===== src/rtl/fpu_accumulator.sv =====
// fpu_accumulator
// Sums a stream of len_i float32 operands. The block does no arithmetic of
// its own: each partial sum goes through one exec/done transaction on an
// external adder. The sequencer is IDLE -> WAIT_DATA -> ISSUE -> WAIT_ADD,
// then back to WAIT_DATA or on to DONE, and DONE returns to IDLE.
// At most one adder transaction is outstanding at any time.
module fpu_accumulator #(
  parameter int COUNT_W = 8
) (
  input  logic               clk,
  input  logic               reset_ni,
  // Accumulation request
  input  logic               start_i,
  input  logic [COUNT_W-1:0] len_i,
  output logic               busy_o,
  // Operand stream
  input  logic [31:0]        data_i,
  input  logic               data_valid_i,
  output logic               data_ready_o,
  // External adder
  output logic [31:0]        add_a_o,
  output logic [31:0]        add_b_o,
  output logic               add_exec_strobe_o,
  input  logic               add_done_strobe_i,
  input  logic [31:0]        add_z_i,
  // Result
  output logic [31:0]        result_o,
  output logic               result_valid_o
);

  typedef enum logic [2:0] {
    S_IDLE      = 3'd0,
    S_WAIT_DATA = 3'd1,
    S_ISSUE     = 3'd2,
    S_WAIT_ADD  = 3'd3,
    S_DONE      = 3'd4
  } state_t;

  // Running sum starts at +0.0, so a lone -0.0 term gives +0.0 under IEEE
  // round-to-nearest addition.
  localparam logic [31:0] POS_ZERO = 32'h0000_0000;

  state_t             state;
  state_t             state_nxt;
  logic [31:0]        acc;
  logic [COUNT_W-1:0] remaining;

  // Qualified events. A done strobe counts only in WAIT_ADD, which is what
  // makes a late completion after reset, or a spurious pulse, harmless.
  logic start_fire;
  logic data_fire;
  logic add_fire;
  logic last_term;

  assign start_fire = (state == S_IDLE)      && start_i;
  assign data_fire  = (state == S_WAIT_DATA) && data_valid_i;
  assign add_fire   = (state == S_WAIT_ADD)  && add_done_strobe_i;
  // remaining is at least 1 in WAIT_ADD, so the decrement below cannot wrap.
  assign last_term  = (remaining == COUNT_W'(1));

  // ---------------------------------------------------------------------
  // FSM: state register
  // ---------------------------------------------------------------------
  // NOTE: sequential state is updated with non-blocking (<=) assignments, so
  // every flop samples the values from before the edge; blocking updates
  // here would make the result depend on the order of the statements.
  always_ff @(posedge clk or negedge reset_ni) begin
    if (!reset_ni) begin
      state <= S_IDLE;
    end else begin
      state <= state_nxt;
    end
  end

  // ---------------------------------------------------------------------
  // FSM: next-state logic
  // ---------------------------------------------------------------------
  // NOTE: state_nxt gets a default before the case statement, so every path
  // through this block assigns it and no latch is inferred.
  always_comb begin
    state_nxt = state;
    unique case (state)
      S_IDLE: begin
        if (start_i) begin
          state_nxt = (len_i == '0) ? S_DONE : S_WAIT_DATA;
        end
      end
      S_WAIT_DATA: begin
        // No timeout: the producer may stall for as long as it likes.
        if (data_valid_i) begin
          state_nxt = S_ISSUE;
        end
      end
      S_ISSUE: begin
        state_nxt = S_WAIT_ADD;
      end
      S_WAIT_ADD: begin
        if (add_done_strobe_i) begin
          state_nxt = last_term ? S_DONE : S_WAIT_DATA;
        end
      end
      S_DONE: begin
        state_nxt = S_IDLE;
      end
      default: begin
        state_nxt = S_IDLE;
      end
    endcase
  end

  // ---------------------------------------------------------------------
  // FSM: combinational outputs
  // ---------------------------------------------------------------------
  // Ready and busy depend only on the state, so the producer never sees a
  // combinational path from data_valid_i back to data_ready_o.
  always_comb begin
    busy_o       = (state != S_IDLE);
    data_ready_o = (state == S_WAIT_DATA);
  end

  // ---------------------------------------------------------------------
  // Datapath
  // ---------------------------------------------------------------------

  // Running sum and terms left: loaded on start, updated on each completion.
  always_ff @(posedge clk or negedge reset_ni) begin
    if (!reset_ni) begin
      acc       <= POS_ZERO;
      remaining <= '0;
    end else if (start_fire) begin
      acc       <= POS_ZERO;
      remaining <= len_i;
    end else if (add_fire) begin
      acc       <= add_z_i;
      remaining <= remaining - COUNT_W'(1);
    end
  end

  // Adder operands: captured at the handshake and held untouched until the
  // next handshake, so they are stable for the whole ISSUE/WAIT_ADD window
  // whatever the adder latency.
  always_ff @(posedge clk or negedge reset_ni) begin
    if (!reset_ni) begin
      add_a_o <= '0;
      add_b_o <= '0;
    end else if (data_fire) begin
      add_a_o <= acc;
      add_b_o <= data_i;
    end
  end

  // Exec strobe: registered so that it is high for exactly the ISSUE cycle
  // and is glitch-free toward the adder.
  always_ff @(posedge clk or negedge reset_ni) begin
    if (!reset_ni) begin
      add_exec_strobe_o <= 1'b0;
    end else begin
      add_exec_strobe_o <= data_fire;
    end
  end

  // Result: acc is copied out when DONE is left. result_o and the
  // result_valid_o pulse change on the same edge, and result_o then holds
  // until the next completion.
  always_ff @(posedge clk or negedge reset_ni) begin
    if (!reset_ni) begin
      result_o       <= '0;
      result_valid_o <= 1'b0;
    end else begin
      result_valid_o <= (state == S_DONE);
      if (state == S_DONE) begin
        result_o <= acc;
      end
    end
  end

endmodule

===== config.mk =====
export PLATFORM = sky130hd
export DESIGN_NAME = fpu_accumulator
export DESIGN_NICKNAME = d
export VERILOG_FILES = /design/src/rtl/fpu_accumulator.sv
export SDC_FILE = /design/constraint.sdc
export NUM_CORES = 1
export LEC_CHECK = 0
export BUFFER_PORTS_ARGS = -buffer_cell sky130_fd_sc_hd__buf_2
export CORE_ASPECT_RATIO = 1.2
export CORE_MARGIN = 2
export CORE_UTILIZATION = 46
export CTS_CLUSTER_DIAMETER = 60
export DETAILED_ROUTE_END_ITERATION = 16
export GPL_TIMING_DRIVEN = 0
export PLACE_DENSITY = 0.75
export REMOVE_ABC_BUFFERS = 1
export SYNTH_ARGS = -nofsm -noshare
export SYNTH_HDL_FRONTEND = slang
export SYNTH_SLANG_ARGS = --single-unit

===== constraint.sdc =====
create_clock -name clk -period 1.38 [get_ports clk]
set_input_delay 0.138 -clock clk [delete_from_list [all_inputs] [get_ports clk]]
set_output_delay 0.138 -clock clk [all_outputs]
set_load 0.1 [all_outputs]

# Word-level counts from Yosys, hierarchy flattened
# Index checks and enable logic that the tools add are counted.
[word_totals]
register_bits = 141
inputBits = 77
out_inout_bits = 100
wordCells = 35
[classes]
add_sub_neg = 1
n_eq_ne = 8
muxes = 10
n_reduce_logical = 8
[ops]
columns = ["op", "count"]
rows = [
  ["$mux W32", 2],
  ["$mux W8", 2],
  ["$mux W3", 5],
  ["$pmux W3 S4", 1],
  ["$eq A8 B1 Y1 const B", 1],
  ["$logic_not A8 Y1", 1],
  ["$sub A8 B1 Y8 const B", 1],
  ["$eq A3 B2 Y1 const B", 2],
  ["$ne A2 B2 Y1 const B", 3],
  ["$eq A3 B1 Y1 const B", 1],
  ["$eq A3 B3 Y1 const B", 1],
  ["$logic_and A1 B1 Y1", 3],
  ["$logic_not A3 Y1", 1],
  ["$reduce_and A3 Y1", 1],
  ["$reduce_bool A3 Y1", 1],
  ["$reduce_bool A2 Y1", 1],
]

# Logic depth before layout (Yosys ltp)
# Gate-level depths: netlist of run 1.
[logic_depth]
depth_word = 4
ltp_mapped = 6
depth_no_buf = 6

# Worst setup path before layout of run 1
# Ideal clock, no wire load.
[synth_timing]
path_type = "reg2out"
startpoint = "register state[2]"
endpoint = "output port data_ready_o"
arrival_time_ns = 1.884
required_ns = 1.242
path_slack_ns = -0.642
path_stages_with_launch = 4
path_buffers = 0
path_cell_list = "dfrtp_1 inv_4 nand2_4 nor2_1"
[synth_between]
elab_chain_cells = 1
[synth_lines]
columns = ["element", "line_no", "source"]
rows = [
  ["start: declaration", "43", "state_t state;"],
  ["start signal: assignment", "71", "state <= state_nxt;"],
  ["$eq A3 B1 Y1", "118", "data_ready_o = (state == S_WAIT_DATA);"],
  ["end: declaration", "19", "output logic data_ready_o,"],
]
# No other way between the ends.

# Final worst setup path of run 1
[layout_timing]
startpoint = "register state[1]"
endpoint = "output port busy_o"
[layout_between]
elab_chain_cells = 1
[layout_lines]
columns = ["element", "line_no", "source"]
rows = [
  ["$reduce_bool A3 Y1", "117", "busy_o = (state != S_IDLE);"],
  ["end: declaration", "15", "output logic busy_o,"],
]
# No other way between the ends.

==> results of run 1 <==
metrics by stage:
| stage | area [um2] | cells | hold slack, ps | setup WS, ps | util (%) |
|---|---|---|---|---|---|
| floorplan | 5640 | 401 | -158 | -1350 | - |
| global placement | 6730 | 741 | 345 | -2090 | 53.6 |
| detailed placement | 6910 | 750 | 138 | -867 | 55.1 |
| CTS | 9380 | 910 | 3.76 | -272 | 74.7 |
| global route | 9830 | 925 | 27.0 | -391 | 78.3 |
| finish | 9830 | 925 | 39.9 | -357 | 78.3 |
path summary, 6_finish.rpt:
check	slack (ps)	to	start
setup / recovery	-360	busy_o	state[1]$_DFFE_PN0P_
hold / removal	40	state[1]$_DFFE_PN0P_	data_valid_i
setup reg to reg	-340	add_b_o[23]$_DFFE_PN0P_	state[1]$_DFFE_PN0P_
hold reg to reg	510	add_a_o[28]$_DFFE_PN0P_	add_a_o[28]$_DFFE_PN0P_
max in group asynchronous	300	add_a_o[14]$_DFFE_PN0P_	reset_ni
min in group asynchronous	270	add_b_o[25]$_DFFE_PN0P_	reset_ni
final cells by class:
type | instances | share of cell area [%]
clock inverters | 14 | 2.10
inverters | 5 | 0.216
repair buffers | 328 | 29.3
clock buffers | 17 | 4.33
multi-input cells | 256 | 26.0
well taps | 164 | 2.09
flip-flops and latches | 141 | 36.0
sequential cells by signal, indices dropped and copies added (netlist names):
name,flops
add_exec_strobe_o,1
add_a_o,32
acc,32
remaining,8
result_valid_o,1
state,3
result_o,32
add_b_o,32
cell families (layout without fill, tap and decap cells):
| kind of cell | after synthesis | count (layout) | synth area share (%) |
|---|---|---|---|
| simple gates | 106 | 107 | 8.54 |
| xor+xnor | 2 | 2 | 0.297 |
| compound gates | 49 | 49 | 4.78 |
| fa+ha+maj | 2 | 2 | 0.425 |
| flops | 141 | 141 | 59.9 |
| buf+inv | 29 | 364 | 4.57 |
| mux | 96 | 96 | 21.5 |
routing by layer:
layer | vias to the layer above | global-route usage [%]
li1 | 2129 | -
met1 | 2576 | 33.9
met2 | 243 | 49.9
met3 | 34 | 6.41
met4 | 0 | 11.5
met5 | - | 0
layout by cell type (no fill, tap or decap), types with 2 or more instances in the layout:
master         count
nor2_4             3
inv_2              2
a221o_1            2
inv_1              2
nand3_1            4
o211ai_1           2
bufinv_16          4
nor3_4             2
nand2_4            3
o21ai_1            4
buf_4             27
clkinvlp_4         3
a32oi_1            3
nor4_4             2
dfrtp_2            5
buf_16             7
nor4_1             2
and4b_4            2
clkbuf_4          35
clkbuf_16         21
dlygate4sd3_1     73
nand4b_1           2
buf_2            136
inv_6              4
nand2_1           64
buf_12            20
buf_6             22
clkinv_4           2
buf_8              4
nand2_2           12
o21ai_2           31
a21oi_1            3
dfrtp_1          136
nor2_1             6
mux2_4            96
worst max-delay path: cells and delay by family (launching register included):
family / cells / cell delay [ps]
flops: 1 / 440
simple gates: 1 / 180
buf+inv: 4 / 570
what timing repair did:
action                                  CTS  global route
gates resized for setup                 152           102
setup buffers                            47            19
endpoints found under the hold margin   127             0
hold buffers                             73             0
endpoints found under the setup margin  143           175
pin swaps                                29            33
cloned                                    9             6
==> flow_summary.ini, run 1 <==
[clocking]
clk_pin_slew_ps = 60
cts_buffers = 17
clock_latency_ps = 420
clockBufferDepth = 2
cts_tree = done
cts_root_buf = clkbuf_16
clkSinkCount = 141
htreeDepth = 4

[sta]
rsz0062_at_grt = yes
max_freq_mhz = 576
setup_violations = 140
max-slew-margin-rel_pct = 63.9
setup_ws_ps = -357
worstMarginPinSlew_ps = 542
setup_tns_ps = -34010
finalCriticalPeriod_ps = 1740
min_period_over_period_pct = 126
final-hold-violation-count = 0
maxSlewViolCount = 0
skew_ps = 10.1

[finish]
register_area_um2 = 3530
fin_nets = 828
syn2layout_area_growth_pct = 66.9
multi_input_area_um2 = 2560
antennaDiodeCount = 0
drive_gt1_share_pct = 59.4
fill_cells = 661

[global_route]
grt.overflow.total = 0
grt_pass1_vias = 5286
grt_max_degree = 87
grt_pass1_wl_mm = 29.2
antenna_found_initial = 0
track_usage_pct = 28.5

[routing]
dr.pass1.iters = 4
first_iter_violations = 271
drc_errors = 0
vias_per_cell = 5.39
wl_per_cell_um = 22.5
wl_met2_mm = 11.0
wirelength_met1_mm = 7.93
via_count = 4982
ant_nets = 0
wl_met3_mm = 1.43
top_layer = met4
wl_mm = 20.8

[logic_synthesis]
yosysMostFrequentCell = dfrtp_1
synth-edff-count = 0
synthTopCellsByCount = dfrtp_1 (141), nand2_1 (78), mux2_4 (49)
ys.flop_type = dfrtp_1
seq_area_frac_synth_pct = 59.9
synthTopCellsByArea = dfrtp_1 (60%), mux2_4 (12%), mux2_2 (8.8%)
synth-seq-cells = 141
syn_inst = 425
synth_area_um2 = 5890
yosys_warnings = 0
async_flop_share_pct = 100
syn_avg_cell_area_um2 = 13.9
yosysTopAreaCell = dfrtp_1
yosysUniqueCellTypes = 38
yosys.area.top_type_share_pct = 59.9

[status]
status = complete, but fails checks
failed_checks = setup timing

[placed_design]
post-dp-hpwl_mm = 8.90
port_buffers = 176
place_congestion = 0.736

[floorplanning]
die_x_um = 107
die_area_um2 = 13700
start_util_pct = 46.9
die_height_um = 128
coreArea_um2 = 12600
rows = 45
io_pins = 177

[worst_setup_path]
criticalPathCategory = reg -> out
critical_path_arrival_ps = 1600
crit_fanout = 3
cp.required_ps = 1240
path_cells = buf_4 -> buf_4 -> nor3_4 -> inv_2 -> buf_12
ff2ff_path_depth = 5
critPathMaxStageDelay_ps = 440
worstSetupEndpointType = primary output
path_common_cell = buf_4
slowest_stage = dfrtp_2
cp-start-kind = flop

[worst_hold_path]
worstHoldPathCells = 3
hold_path.class = in -> reg

[flow_run]
drv_cap = 0
Power of run 1 is not shown: default switching activity piles up to over one toggle a cycle in this logic, so the estimate is an artifact.
==> run 2, diff against run 1 <==
--- a/config.mk
+++ b/config.mk
@@ -6,7 +6,6 @@
 export NUM_CORES = 1
 export LEC_CHECK = 0
 export BUFFER_PORTS_ARGS = -buffer_cell sky130_fd_sc_hd__buf_2
-export CORE_ASPECT_RATIO = 1.2
 export CORE_MARGIN = 2
 export CORE_UTILIZATION = 46
 export CTS_CLUSTER_DIAMETER = 60
==> run 2 against run 1 <==
Net effect:
- the flow still finishes with violations (setup timing)
- clock skew down 0.81 ps
- global-route usage down 1.7 points
- flip-flop and latch count unchanged
- critical path depth unchanged
- maximum frequency up 3.3%
- design area down 2.7%
- largest cell class unchanged
- highest routed layer unchanged
==> flow_summary.ini, run 2 (synthesis results as in run 1) <==
[status]
status = complete, but fails checks
failed_checks = setup timing

[clocking]
clock_latency_ps = 420
cts_tree = done
clk_pin_slew_ps = 70
clockBufferDepth = 2
htreeDepth = 4
cts_root_buf = clkbuf_16
cts_buffers = 17
clkSinkCount = 141

[worst_setup_path]
cp.required_ps = 1670
ff2ff_path_depth = 5
critical_path_arrival_ps = 1970
crit_fanout = 14
reg2reg_slack_ps = -300
r2r-start = state[0]$_DFFE_PN0P_
criticalPathCategory = reg -> reg
timing.rr.end = result_o[27]$_DFFE_PN0P_
worstSetupEndpointType = flop
cp-start-kind = flop

[floorplanning]
start_util_pct = 46.9
die_area_um2 = 13700
coreArea_um2 = 12600
die_x_um = 117
io_pins = 177
die_height_um = 117
rows = 41

[routing]
wl_mm = 19.6
via_count = 4796
dr.pass1.iters = 4
first_iter_violations = 243
drc_errors = 0
ant_nets = 0
wl_per_cell_um = 21.5
vias_per_cell = 5.25

[sta]
finalCriticalPeriod_ps = 1680
min_period_over_period_pct = 122
worstMarginPinSlew_ps = 653
whs_ps = 108
final-hold-violation-count = 0
setup_tns_ps = -32090
max-slew-margin-rel_pct = 56.5
setup_violations = 140
max_freq_mhz = 595
skew_ps = 9.28
setup_ws_ps = -301
rsz0062_at_grt = yes
maxSlewViolCount = 0

[finish]
fin_nets = 807
syn2layout_area_growth_pct = 62.3
final_common_cell = dfrtp_1
finish.utilization_pct = 76.1
antennaDiodeCount = 0
drive_gt1_share_pct = 56.7
layout_common_cells = dfrtp_1 (137), buf_2 (125), mux2_4 (90), dlygate4sd3_1 (74), nand2_1 (71)

[placed_design]
port_buffers = 176
place_congestion = 0.717
pre_cts_slack_ps = -862
post-dp-hpwl_mm = 8.71

[global_route]
grt_pass1_vias = 5058
grt_max_degree = 75
grt.overflow.total = 0
grt_pass1_wl_mm = 27.0
track_usage_pct = 26.7
antenna_found_initial = 0

[worst_hold_path]
hold_path.class = in -> reg
hold_start = add_done_strobe_i
worstHoldPathCells = 4
holdPathEnd = state[1]$_DFFE_PN0P_

[flow_run]
drv_cap = 0
-- run 2: changes by cell type in the layout (fill, tap and decap cells not counted), sizes merged --
cell,delta
clkbuf,+10
dlygate4sd3,+1
clkinv,+2
clkinvlp,+4
inv,-4
bufinv,-1
buf,-32
-- run 2: layout make-up --
type                    instances  area [um2]
flip-flops and latches        141        3530
fillers                       682        3010
repair buffers                307        2690
multi-input cells             256        2500
clock buffers                  17         425
well taps                     172         215
clock inverters                15         171
inverters                       5        21.3
-- run 2: stage by stage --
stage / cells / area [um2]
final: 913 / 9560
after global routing: 913 / 9560
after CTS: 908 / 9240
after detailed placement: 758 / 6920
after global placement: 749 / 6740
after floorplan: 401 / 5640
-- run 2: how the worst max path moves through the flow --
| stage | start | endpoint | slack [ps] | cells past startpoint |
|---|---|---|---|---|
| 2_1_floorplan | state[1]$_DFFE_PN0P_ | add_a_o[31]$_DFFE_PN0P_ | -1350 | 3 |
| 3_3_place_gp | state[0]$_DFFE_PN0P_ | remaining[3]$_DFFE_PN0P_ | -2150 | 4 |
| 3_5_place_dp | state[0]$_DFFE_PN0P_ | remaining[3]$_DFFE_PN0P_ | -860 | 4 |
| 4_1_cts | state[1]$_DFFE_PN0P_ | add_b_o[25]$_DFFE_PN0P_ | -250 | 5 |
| 5_1_grt | state[0]$_DFFE_PN0P_ | state[0]$_DFFE_PN0P_ | -340 | 5 |
| 6_report | state[0]$_DFFE_PN0P_ | result_o[27]$_DFFE_PN0P_ | -300 | 5 |
-- run 2: timing repair --
item,4_1_cts,5_1_grt
setup endpoints to repair,143,187
gates cloned,9,2
buffers inserted,37,8
gates resized for setup,151,91
pin swaps,26,18
hold buffers,74,0
hold endpoints to repair,140,0
-- run 2: critical path, stage by stage (launching register included) --
cell     delay (ps)
dfrtp_2         490
buf_12          160
nor3_4          220
buf_12          160
buf_16          160
mux2_2          350
-- run 2: metal layers --
metal	GRT usage, %	up-vias	part of all wire, %
li1	-	2087	-
met1	32.1	2436	40
met2	46.4	224	51
met3	5.66	49	6.3
met4	11.9	0	3.1
met5	0	-	0
Power of run 2 is left out for the same reason.
==> run 3, diff against run 2 <==
--- a/config.mk
+++ b/config.mk
@@ -6,12 +6,14 @@
 export NUM_CORES = 1
 export LEC_CHECK = 0
 export BUFFER_PORTS_ARGS = -buffer_cell sky130_fd_sc_hd__buf_2
+export CELL_PAD_IN_SITES_DETAIL_PLACEMENT = 0
+export CELL_PAD_IN_SITES_GLOBAL_PLACEMENT = 1
 export CORE_MARGIN = 2
-export CORE_UTILIZATION = 46
+export CORE_UTILIZATION = 37
 export CTS_CLUSTER_DIAMETER = 60
 export DETAILED_ROUTE_END_ITERATION = 16
 export GPL_TIMING_DRIVEN = 0
-export PLACE_DENSITY = 0.75
+export PLACE_DENSITY = 0.74
 export REMOVE_ABC_BUFFERS = 1
 export SYNTH_ARGS = -nofsm -noshare
 export SYNTH_HDL_FRONTEND = slang
==> run 3 against run 2 <==
Net effect:
- wire length decreased by 11%
- count of clock-buffer cells in the layout increased by 4
- critical path type unchanged
- sequential share of layout area decreased by 0.21 points
- the flow still finishes with violations (setup timing)
- global-route usage decreased by 6.4 points
- non-clock buffer count increased by 6
==> flow_summary.ini, run 3 (synthesis results as in run 1) <==
[status]
status = complete, but fails checks
failed_checks = setup timing

[sta]
worstMarginPinSlew_ps = 609
rsz0062_at_grt = yes
setup_violations = 140
setup_ws_ps = -281
maxSlewViolCount = 0
max_freq_mhz = 602
finalCriticalPeriod_ps = 1660
max-slew-margin-rel_pct = 59.4
skew_ps = 9.84
min_period_over_period_pct = 120
final-hold-violation-count = 0

[worst_setup_path]
critPathMaxStageDelay_ps = 440
slowest_stage = dfrtp_2
crit_fanout = 15
reg2reg_slack_ps = -280
criticalPathCategory = reg -> reg
cp.required_ps = 1670
cp-start-kind = flop
timing.rr.end = add_b_o[7]$_DFFE_PN0P_
critPathCapture = add_b_o[7]$_DFFE_PN0P_
ff2ff_path_depth = 5
critical_path_arrival_ps = 1960
r2r-start = state[1]$_DFFE_PN0P_
worstSetupEndpointType = flop
path_cells = or2b_4 -> nor2_4 -> buf_6 -> buf_12 -> mux2_2
crit_path_start = state[1]$_DFFE_PN0P_

[finish]
drive_gt1_share_pct = 55.6
finish.utilization_pct = 61.2
antennaDiodeCount = 0
syn2layout_area_growth_pct = 63.2
fin_nets = 813
final_common_cell = dfrtp_1
layout_common_cells = dfrtp_1 (137), buf_2 (117), mux2_4 (79), dlygate4sd3_1 (74), nand2_1 (72)
final_cell_area_um2 = 9610

[placed_design]
post-dp-hpwl_mm = 9.19
port_buffers = 176
place_congestion = 0.738
placed_area_um2 = 7020

[routing]
ant_nets = 0
dr.pass1.iters = 4
drc_errors = 0
wl_mm = 17.4
via_count = 4553
vias_per_cell = 4.73
wl_per_cell_um = 18.1
first_iter_violations = 261

[global_route]
track_usage_pct = 20.3
grt_max_degree = 81
grt_pass1_vias = 4812
grt.overflow.total = 0
antenna_found_initial = 0
grt_pass1_wl_mm = 25.8

[floorplanning]
io_pins = 177
die_height_um = 130
die_area_um2 = 16900
die_x_um = 130
coreArea_um2 = 15700
start_util_pct = 37.5
rows = 46

[clocking]
cts_buffers = 17
clockBufferDepth = 2
htreeDepth = 4
clk_pin_slew_ps = 60
clkSinkCount = 141
clock_latency_ps = 420
cts_tree = done
cts_root_buf = clkbuf_16

[flow_run]
drv_cap = 0

[worst_hold_path]
hold_path.class = in -> reg
## run 3: cell types whose count changed in the layout (fill, tap and decap cells not counted), sizes merged
cell      change
clkinvlp      -6
clkbuf       +12
buf           -2
inv           +1
## run 3: metal layers
layer	vias up	share of wire [%]	GRT usage [%]
met5	-	0	0
met4	0	1.5	7.40
met2	155	50	34.0
met1	2281	43	25.0
li1	2096	-	-
met3	21	5.5	6.23
## run 3: cell type report
class,instances,area (um2)
fillers,1204,6100
flip-flops and latches,141,3530
repair buffers,313,2770
multi-input cells,256,2410
clock buffers,21,480
well taps,216,270
clock inverters,10,135
inverters,5,21.3
## run 3: stage by stage
step                hold WS (ps)  setup TNS [ps]  setup slack [ps]  std cells
global route                56.5          -35350              -324        962
CTS                         46.7          -28040              -266        959
detailed placement           162          -96140              -992        804
floorplan                   -158         -126300             -1350        401
finish                      69.8          -28140              -281        962
global placement             341         -462710             -2290        793
## run 3: what timing repair did
action,4_1_cts,5_1_grt
gates resized for setup,111,98
cloned,9,2
hold buffers,74,0
endpoints found under the hold margin,134,0
pin swaps,29,8
buffers inserted,41,3
setup endpoints to repair,144,190
## run 3: how the worst min path moves through the flow
stage | endpoint | cells past startpoint | start
6_report | state[1]$_DFFE_PN0P_ | 4 | add_done_strobe_i
3_3_place_gp | acc[25]$_DFFE_PN0P_ | 3 | add_z_i[25]
4_1_cts | state[1]$_DFFE_PN0P_ | 4 | add_done_strobe_i
5_1_grt | state[1]$_DFFE_PN0P_ | 4 | add_done_strobe_i
3_5_place_dp | add_b_o[0]$_DFFE_PN0P_ | 1 | reset_ni
2_1_floorplan | acc[0]$_DFFE_PN0P_ | 0 | reset_ni
## run 3: critical path: cells and delay by family, from the launching register on
kind,cells,cell delay [ps]
buffers and inverters,2,310
multiplexers,1,350
AND/OR/NAND/NOR,2,430
flip-flops,1,440
Power of run 3 is left out for the same reason.
